<file path="config.mk">
export PLATFORM = sky130hd
export DESIGN_NAME = zmem_responder_flat
export DESIGN_NICKNAME = d
export VERILOG_FILES = /design/src/rtl/zmem_if.sv /design/src/rtl/zmem_responder.sv /design/src/flat_wrapper.sv
export SDC_FILE = /design/constraint.sdc
export NUM_CORES = 1
export LEC_CHECK = 0
export CAP_MARGIN = 20
export CORE_MARGIN = 2
export CORE_UTILIZATION = 47
export CTS_CLUSTER_DIAMETER = 150
export DETAILED_ROUTE_END_ITERATION = 7
export GPL_TIMING_DRIVEN = 0
export PLACE_DENSITY_LB_ADDON = 0.15
export SLEW_MARGIN = 20
export SYNTH_ARGS = -nofsm -noshare
export SYNTH_HDL_FRONTEND = slang
export SYNTH_SLANG_ARGS = --single-unit
</file>
<file path="constraint.sdc">
create_clock -name CLK -period 9.65 [get_ports CLK]
set_clock_uncertainty 0.05 [all_clocks]
set_input_delay 1.93 -clock CLK [delete_from_list [all_inputs] [get_ports CLK]]
set_output_delay 1.93 -clock CLK [all_outputs]
set_load 0.03 [all_outputs]
</file>
<file path="src/rtl/zmem_if.sv">
// zmem_if: request/response bus between the core's bus initiator and zmem_responder
//   master: drives REQ_VALID/REQ_WRITE/REQ_ADDR/REQ_WDATA and RSP_READY
//   slave:  drives REQ_READY and RSP_VALID/RSP_RDATA/RSP_WRITE
interface zmem_if #(
   parameter int ADDR_W = 4,
   parameter int DATA_W = 8
);
   logic              REQ_VALID;
   logic              REQ_READY;
   logic              REQ_WRITE;
   logic [ADDR_W-1:0] REQ_ADDR;
   logic [DATA_W-1:0] REQ_WDATA;
   logic              RSP_VALID;
   logic              RSP_READY;
   logic [DATA_W-1:0] RSP_RDATA;
   logic              RSP_WRITE;
   modport master (
      output REQ_VALID, REQ_WRITE, REQ_ADDR, REQ_WDATA, RSP_READY,
      input  REQ_READY, RSP_VALID, RSP_RDATA, RSP_WRITE
   );
   modport slave (
      input  REQ_VALID, REQ_WRITE, REQ_ADDR, REQ_WDATA, RSP_READY,
      output REQ_READY, RSP_VALID, RSP_RDATA, RSP_WRITE
   );
endinterface

</file>
<file path="src/rtl/zmem_responder.sv">
// zmem_responder: 2^ADDR_W x DATA_W memory answering bus requests after WAIT_CYCLES wait states
//   CLK, RESET  clock and asynchronous active-high reset
//   bus         zmem_if slave: request channel in, response channel out
//   BUSY        high whenever not IDLE
//   ACCESS_CNT  completed response handshakes, wraps at 256
module zmem_responder #(
   parameter int ADDR_W      = 4,
   parameter int DATA_W      = 8,
   parameter int WAIT_CYCLES = 1
) (
   input  logic       CLK,
   input  logic       RESET,
   zmem_if.slave      bus,
   output logic       BUSY,
   output logic [7:0] ACCESS_CNT
);
   localparam int DEPTH = 1 << ADDR_W;
   typedef enum logic [1:0] {IDLE, WAIT, RESP} state_t;
   state_t            state, state_nxt;
   logic [3:0]        wait_cnt;
   logic [ADDR_W-1:0] addr_q, acc_addr;
   logic              write_q, acc_write, rwrite_q;
   logic [DATA_W-1:0] wdata_q, acc_wdata, rdata_q;
   logic [DATA_W-1:0] mem [DEPTH];
   logic              accept, access, handshake;
   assign accept    = bus.REQ_VALID && state == IDLE;
   // zero wait states access on the accept edge itself, straight from the bus
   assign access    = WAIT_CYCLES == 0 ? accept : state == WAIT && wait_cnt == 4'd1;
   assign handshake = state == RESP && bus.RSP_READY;
   assign acc_addr  = state == IDLE ? bus.REQ_ADDR : addr_q;
   assign acc_write = state == IDLE ? bus.REQ_WRITE : write_q;
   assign acc_wdata = state == IDLE ? bus.REQ_WDATA : wdata_q;
   assign bus.REQ_READY = state == IDLE;
   assign bus.RSP_VALID = state == RESP;
   assign bus.RSP_RDATA = rdata_q;
   assign bus.RSP_WRITE = rwrite_q;
   assign BUSY          = state != IDLE;
   always_comb begin
      state_nxt = state;
      case (state)
         IDLE:    state_nxt = accept ? (WAIT_CYCLES == 0 ? RESP : WAIT) : IDLE;
         WAIT:    state_nxt = access ? RESP : WAIT;
         RESP:    state_nxt = handshake ? IDLE : RESP;
         default: state_nxt = IDLE;
      endcase
   end
   always_ff @(posedge CLK or posedge RESET)
      if (RESET) begin
         state      <= IDLE;
         wait_cnt   <= '0;
         addr_q     <= '0;
         write_q    <= 1'b0;
         wdata_q    <= '0;
         rdata_q    <= '0;
         rwrite_q   <= 1'b0;
         ACCESS_CNT <= '0;
         for (int i = 0; i < DEPTH; i++) mem[i] <= '0;
      end else begin
         state <= state_nxt;
         if (accept) begin
            addr_q  <= bus.REQ_ADDR;
            write_q <= bus.REQ_WRITE;
            wdata_q <= bus.REQ_WDATA;
         end
         wait_cnt <= accept ? 4'(WAIT_CYCLES) : state == WAIT ? wait_cnt - 4'd1 : wait_cnt;
         if (access) begin
            if (acc_write) mem[acc_addr] <= acc_wdata;
            rdata_q  <= acc_write ? acc_wdata : mem[acc_addr];
            rwrite_q <= acc_write;
         end
         if (handshake) ACCESS_CNT <= ACCESS_CNT + 8'd1;
      end
endmodule

</file>
<file path="src/flat_wrapper.sv">
// flat-port wrapper written by rule: the top's interface ports become plain ports
module zmem_responder_flat 
#(
   parameter int ADDR_W      = 4,
   parameter int DATA_W      = 8,
   parameter int WAIT_CYCLES = 1
)
  (CLK, RESET, BUSY, ACCESS_CNT, bus_REQ_VALID, bus_REQ_WRITE, bus_REQ_ADDR, bus_REQ_WDATA, bus_RSP_READY, bus_REQ_READY, bus_RSP_VALID, bus_RSP_RDATA, bus_RSP_WRITE);
  zmem_if #(.ADDR_W(ADDR_W), .DATA_W(DATA_W)) bus_i ();
  input  logic CLK;
  input  logic RESET;
  output logic BUSY;
  output logic [7:0] ACCESS_CNT;
  input wire logic [$bits(bus_i.REQ_VALID)-1:0] bus_REQ_VALID;
  input wire logic [$bits(bus_i.REQ_WRITE)-1:0] bus_REQ_WRITE;
  input wire logic [$bits(bus_i.REQ_ADDR)-1:0] bus_REQ_ADDR;
  input wire logic [$bits(bus_i.REQ_WDATA)-1:0] bus_REQ_WDATA;
  input wire logic [$bits(bus_i.RSP_READY)-1:0] bus_RSP_READY;
  output wire logic [$bits(bus_i.REQ_READY)-1:0] bus_REQ_READY;
  output wire logic [$bits(bus_i.RSP_VALID)-1:0] bus_RSP_VALID;
  output wire logic [$bits(bus_i.RSP_RDATA)-1:0] bus_RSP_RDATA;
  output wire logic [$bits(bus_i.RSP_WRITE)-1:0] bus_RSP_WRITE;
  assign bus_i.REQ_VALID = bus_REQ_VALID;
  assign bus_i.REQ_WRITE = bus_REQ_WRITE;
  assign bus_i.REQ_ADDR = bus_REQ_ADDR;
  assign bus_i.REQ_WDATA = bus_REQ_WDATA;
  assign bus_i.RSP_READY = bus_RSP_READY;
  assign bus_REQ_READY = bus_i.REQ_READY;
  assign bus_RSP_VALID = bus_i.RSP_VALID;
  assign bus_RSP_RDATA = bus_i.RSP_RDATA;
  assign bus_RSP_WRITE = bus_i.RSP_WRITE;
  zmem_responder #(.ADDR_W(ADDR_W), .DATA_W(DATA_W), .WAIT_CYCLES(WAIT_CYCLES)) u_core (.CLK(CLK), .RESET(RESET), .bus(bus_i), .BUSY(BUSY), .ACCESS_CNT(ACCESS_CNT));
endmodule
</file>
==> flow_metrics.py <==
metrics = {
    "global_routing": {
        "antenna_found_initial": 0,
        "grt_pass1_wl_um": 32350,
        "grt_max_degree": 98,
        "grt_pass1_vias": 5798,
        "grt_usage_pct": 25.99,
        "grt_remaining_overflow": 0,
    },
    "routing": {
        "vias": 5713,
        "drcViolationCount": 0,
        "drt-initial-drc-count": 523,
        "routed_via_density": 5.771,
        "routed_wl_um": 20450,
        "dr.pass1.iters": 5,
        "drtAntennaViolNets": 0,
        "wl_per_cell_um": 20.66,
    },
    "placement": {
        "place_congestion": 0.8275,
        "port_buffers": 36,
        "dp_hpwl_um": 14150,
    },
    "cells_and_area": {
        "drive_above_1_share_pct": 16.69,
        "nets": 786,
        "area_growth_syn_to_layout_pct": 16.95,
        "num_antenna_cells": 0,
        "fillers": 1334,
    },
    "timing": {
        "grt_setup_unrepaired": "no",
        "hold_viol": 0,
        "report.final.setup_viol": 0,
        "period_minus_slack_ns": 4.362,
        "maxSlewViolCount": 0,
        "worst_pin_slew_ns": 1.107,
        "slew-limit-headroom_pct": 24.10,
        "max_freq_ghz": 0.2293,
        "setup_tns_ns": 0,
        "min_period_over_period_pct": 45.20,
        "whs_ns": 0.4239,
    },
    "floorplan": {
        "core_area_um2": 15310,
        "initial_core_util_pct": 48.41,
        "fp.dieH_um": 129.6,
        "io_pins": 37,
        "die_w_um": 129.6,
        "dieArea_um2": 16790,
        "rows": 45,
    },
    "critical_path": {
        "critPathCaptureType": "output pin",
        "cp.arrival_ns": 2.38,
        "cpPeakStageDelay_ns": 0.68,
        "crit_fanout": 10,
        "crit_slowest_cell": "clkdlybuf4s50_1",
        "critPathRequiredTime_ns": 7.67,
        "regToRegSetupSlack_ns": 6.73,
        "cp-start-kind": "register",
        "critical_path.most_common_cell": "buf_6",
        "criticalPathCategory": "register to output pin",
        "path_cells": "buf_4, or2_1, buf_6, inv_4, buf_12, buf_6, clkdlybuf4s50_1",
    },
    "logic_synthesis": {
        "synth_most_common_cell": "a21oi_1",
        "synth_nets": 730,
        "syn_area_per_cell_um2": 10.44,
        "ys_ff_latch": 164,
        "syn_inst": 710,
        "async_flop_share_pct": 100.0,
        "seq_area_frac_synth_pct": 55.36,
        "synth_top_cell_by_area": "dfrtp_1",
        "synth_edf_count": 0,
        "yosysWarnings": 0,
        "synth_cell_types": 50,
        "ys.flop_type": "dfrtp_1",
        "synth_commonest_cells": "a21oi_1, dfrtp_1, nor2_1",
        "netlist_top_cells_area": "dfrtp_1, a21oi_1, nor2_1",
        "synth_top_area_share_pct": 55.36,
        "mappedNetlistArea_um2": 7413,
    },
    "clock_tree": {
        "holdBufCountCts": 0,
        "cts-root-buf": "clkbuf_16",
        "numCtsBuffers": 17,
        "h-tree-depth": 4,
        "path_clk_slew_ns": 0.06,
        "clk_latency_ns": 0.43,
        "ctsLongestPathBuffers": 2,
        "cts_tree": "done",
        "cts_sinks": 164,
        "post_cts_resized": 0,
        "post_cts_buffers": 0,
    },
    "pwr": {
        "p_leak_nw": 3.732,
        "power_density_nw_per_um2": 349.2,
        "vdd_ir_drop_max_mv": 0.2067,
        "finalPower_w": 0.003028,
    },
    "run_status": {
        "status": "finished clean",
    },
    "min_path": {
        "hp-class": "register to register",
    },
    "run": {
        "max_cap_viol_count": 0,
    },
}
worst max-delay path, delay by kind of cell, from the launching register on:
| kind | cells | cell delay, ns |
|---|---|---|
| buffers and inverters | 6 | 1.37 |
| and+or+nand+nor | 1 | 0.22 |
| DFF | 1 | 0.36 |
per-stage QoR:
stage	instances	setup WS (ns)	utilization [%]	area, um^2
2_1_floorplan	710	3.237	-	7413
3_3_place_gp	957	1.244	52.48	8038
3_5_place_dp	958	5.267	52.74	8077
4_1_cts	990	5.258	56.61	8670
5_1_grt	990	5.216	56.61	8670
6_report	990	5.288	56.61	8670
per-layer routing:
metal	up-vias	routed length, um	track usage [%]
li1	2635	-	-
met3	44	1172	5.367
met4	0	690	12.14
met5	-	0	0
met2	182	9801	40.65
met1	2852	8785	34.94
area by class of cell:
type	instances	area [um^2]	share of cell area [%]
Multi-Input combinational cell	488	2933	33.83
Buffer	51	351.6	4.055
Tap cell	211	264.0	3.045
Clock buffer	20	466.7	5.383
Inverter	7	36.28	0.4185
Sequential cell	164	4104	47.34
Timing Repair Buffer	37	387.9	4.474
Clock inverter	12	126.4	1.458
flip-flops by register name, summed over array words and instances (netlist names):
register              flops
u_core.wdata_q            8
u_core.ACCESS_CNT         8
u_core.wait_cnt           4
u_core.write_q            1
u_core.mem              128
u_core.state              2
u_core.bus.RSP_WRITE      1
u_core.addr_q             4
u_core.bus.RSP_RDATA      8
logic make-up (layout without fill, tap and decap cells):
| family | after synthesis | after routing | synth area share (%) |
|---|---|---|---|
| compound gates | 256 | 256 | 20.95 |
| xor+xnor | 7 | 7 | 0.8270 |
| fa+ha+maj | 3 | 3 | 0.5064 |
| buf+inv | 58 | 127 | 5.131 |
| flops | 164 | 164 | 55.36 |
| mux | 24 | 24 | 3.561 |
| simple gates | 198 | 198 | 13.67 |
final timing paths:
kind                                                   from                                to  cells past startpoint
hold reg to reg            u_core.ACCESS_CNT[7]$_DFFE_PP0P_  u_core.ACCESS_CNT[7]$_DFFE_PP0P_                      1
setup reg to reg                  u_core.state[1]$_DFF_PP0_       u_core.mem[114]$_DFFE_PP0P_                      9
hold / removal             u_core.ACCESS_CNT[7]$_DFFE_PP0P_  u_core.ACCESS_CNT[7]$_DFFE_PP0P_                      1
max in group asynchronous                             RESET        u_core.mem[95]$_DFFE_PP0P_                      3
setup / recovery                  u_core.state[1]$_DFF_PP0_                     bus_REQ_READY                      7
min in group asynchronous                             RESET        u_core.mem[58]$_DFFE_PP0P_                      2
where the power goes:
group          internal, W  total [W]  switching [W]
clock             0.000401   0.000679       0.000278
combinational     0.000439    0.00123       0.000795
sequential        0.000947    0.00111       0.000167
total              0.00179    0.00303        0.00124
cells in the final DEF (no fill, tap or decap), drive strengths merged, types with 8 or more instances in the layout:
cell type | Yosys | routed
nor4 | 8 | 8
buf | 45 | 46
clkbuf | 6 | 26
nor2 | 148 | 148
a21oi | 168 | 168
clkdlybuf4s50 | 0 | 36
mux2 | 16 | 16
dfrtp | 164 | 164
o21ai | 12 | 12
a22oi | 64 | 64
inv | 7 | 9
mux2i | 8 | 8
nand3 | 11 | 11
(Power assumes the default switching activity.)
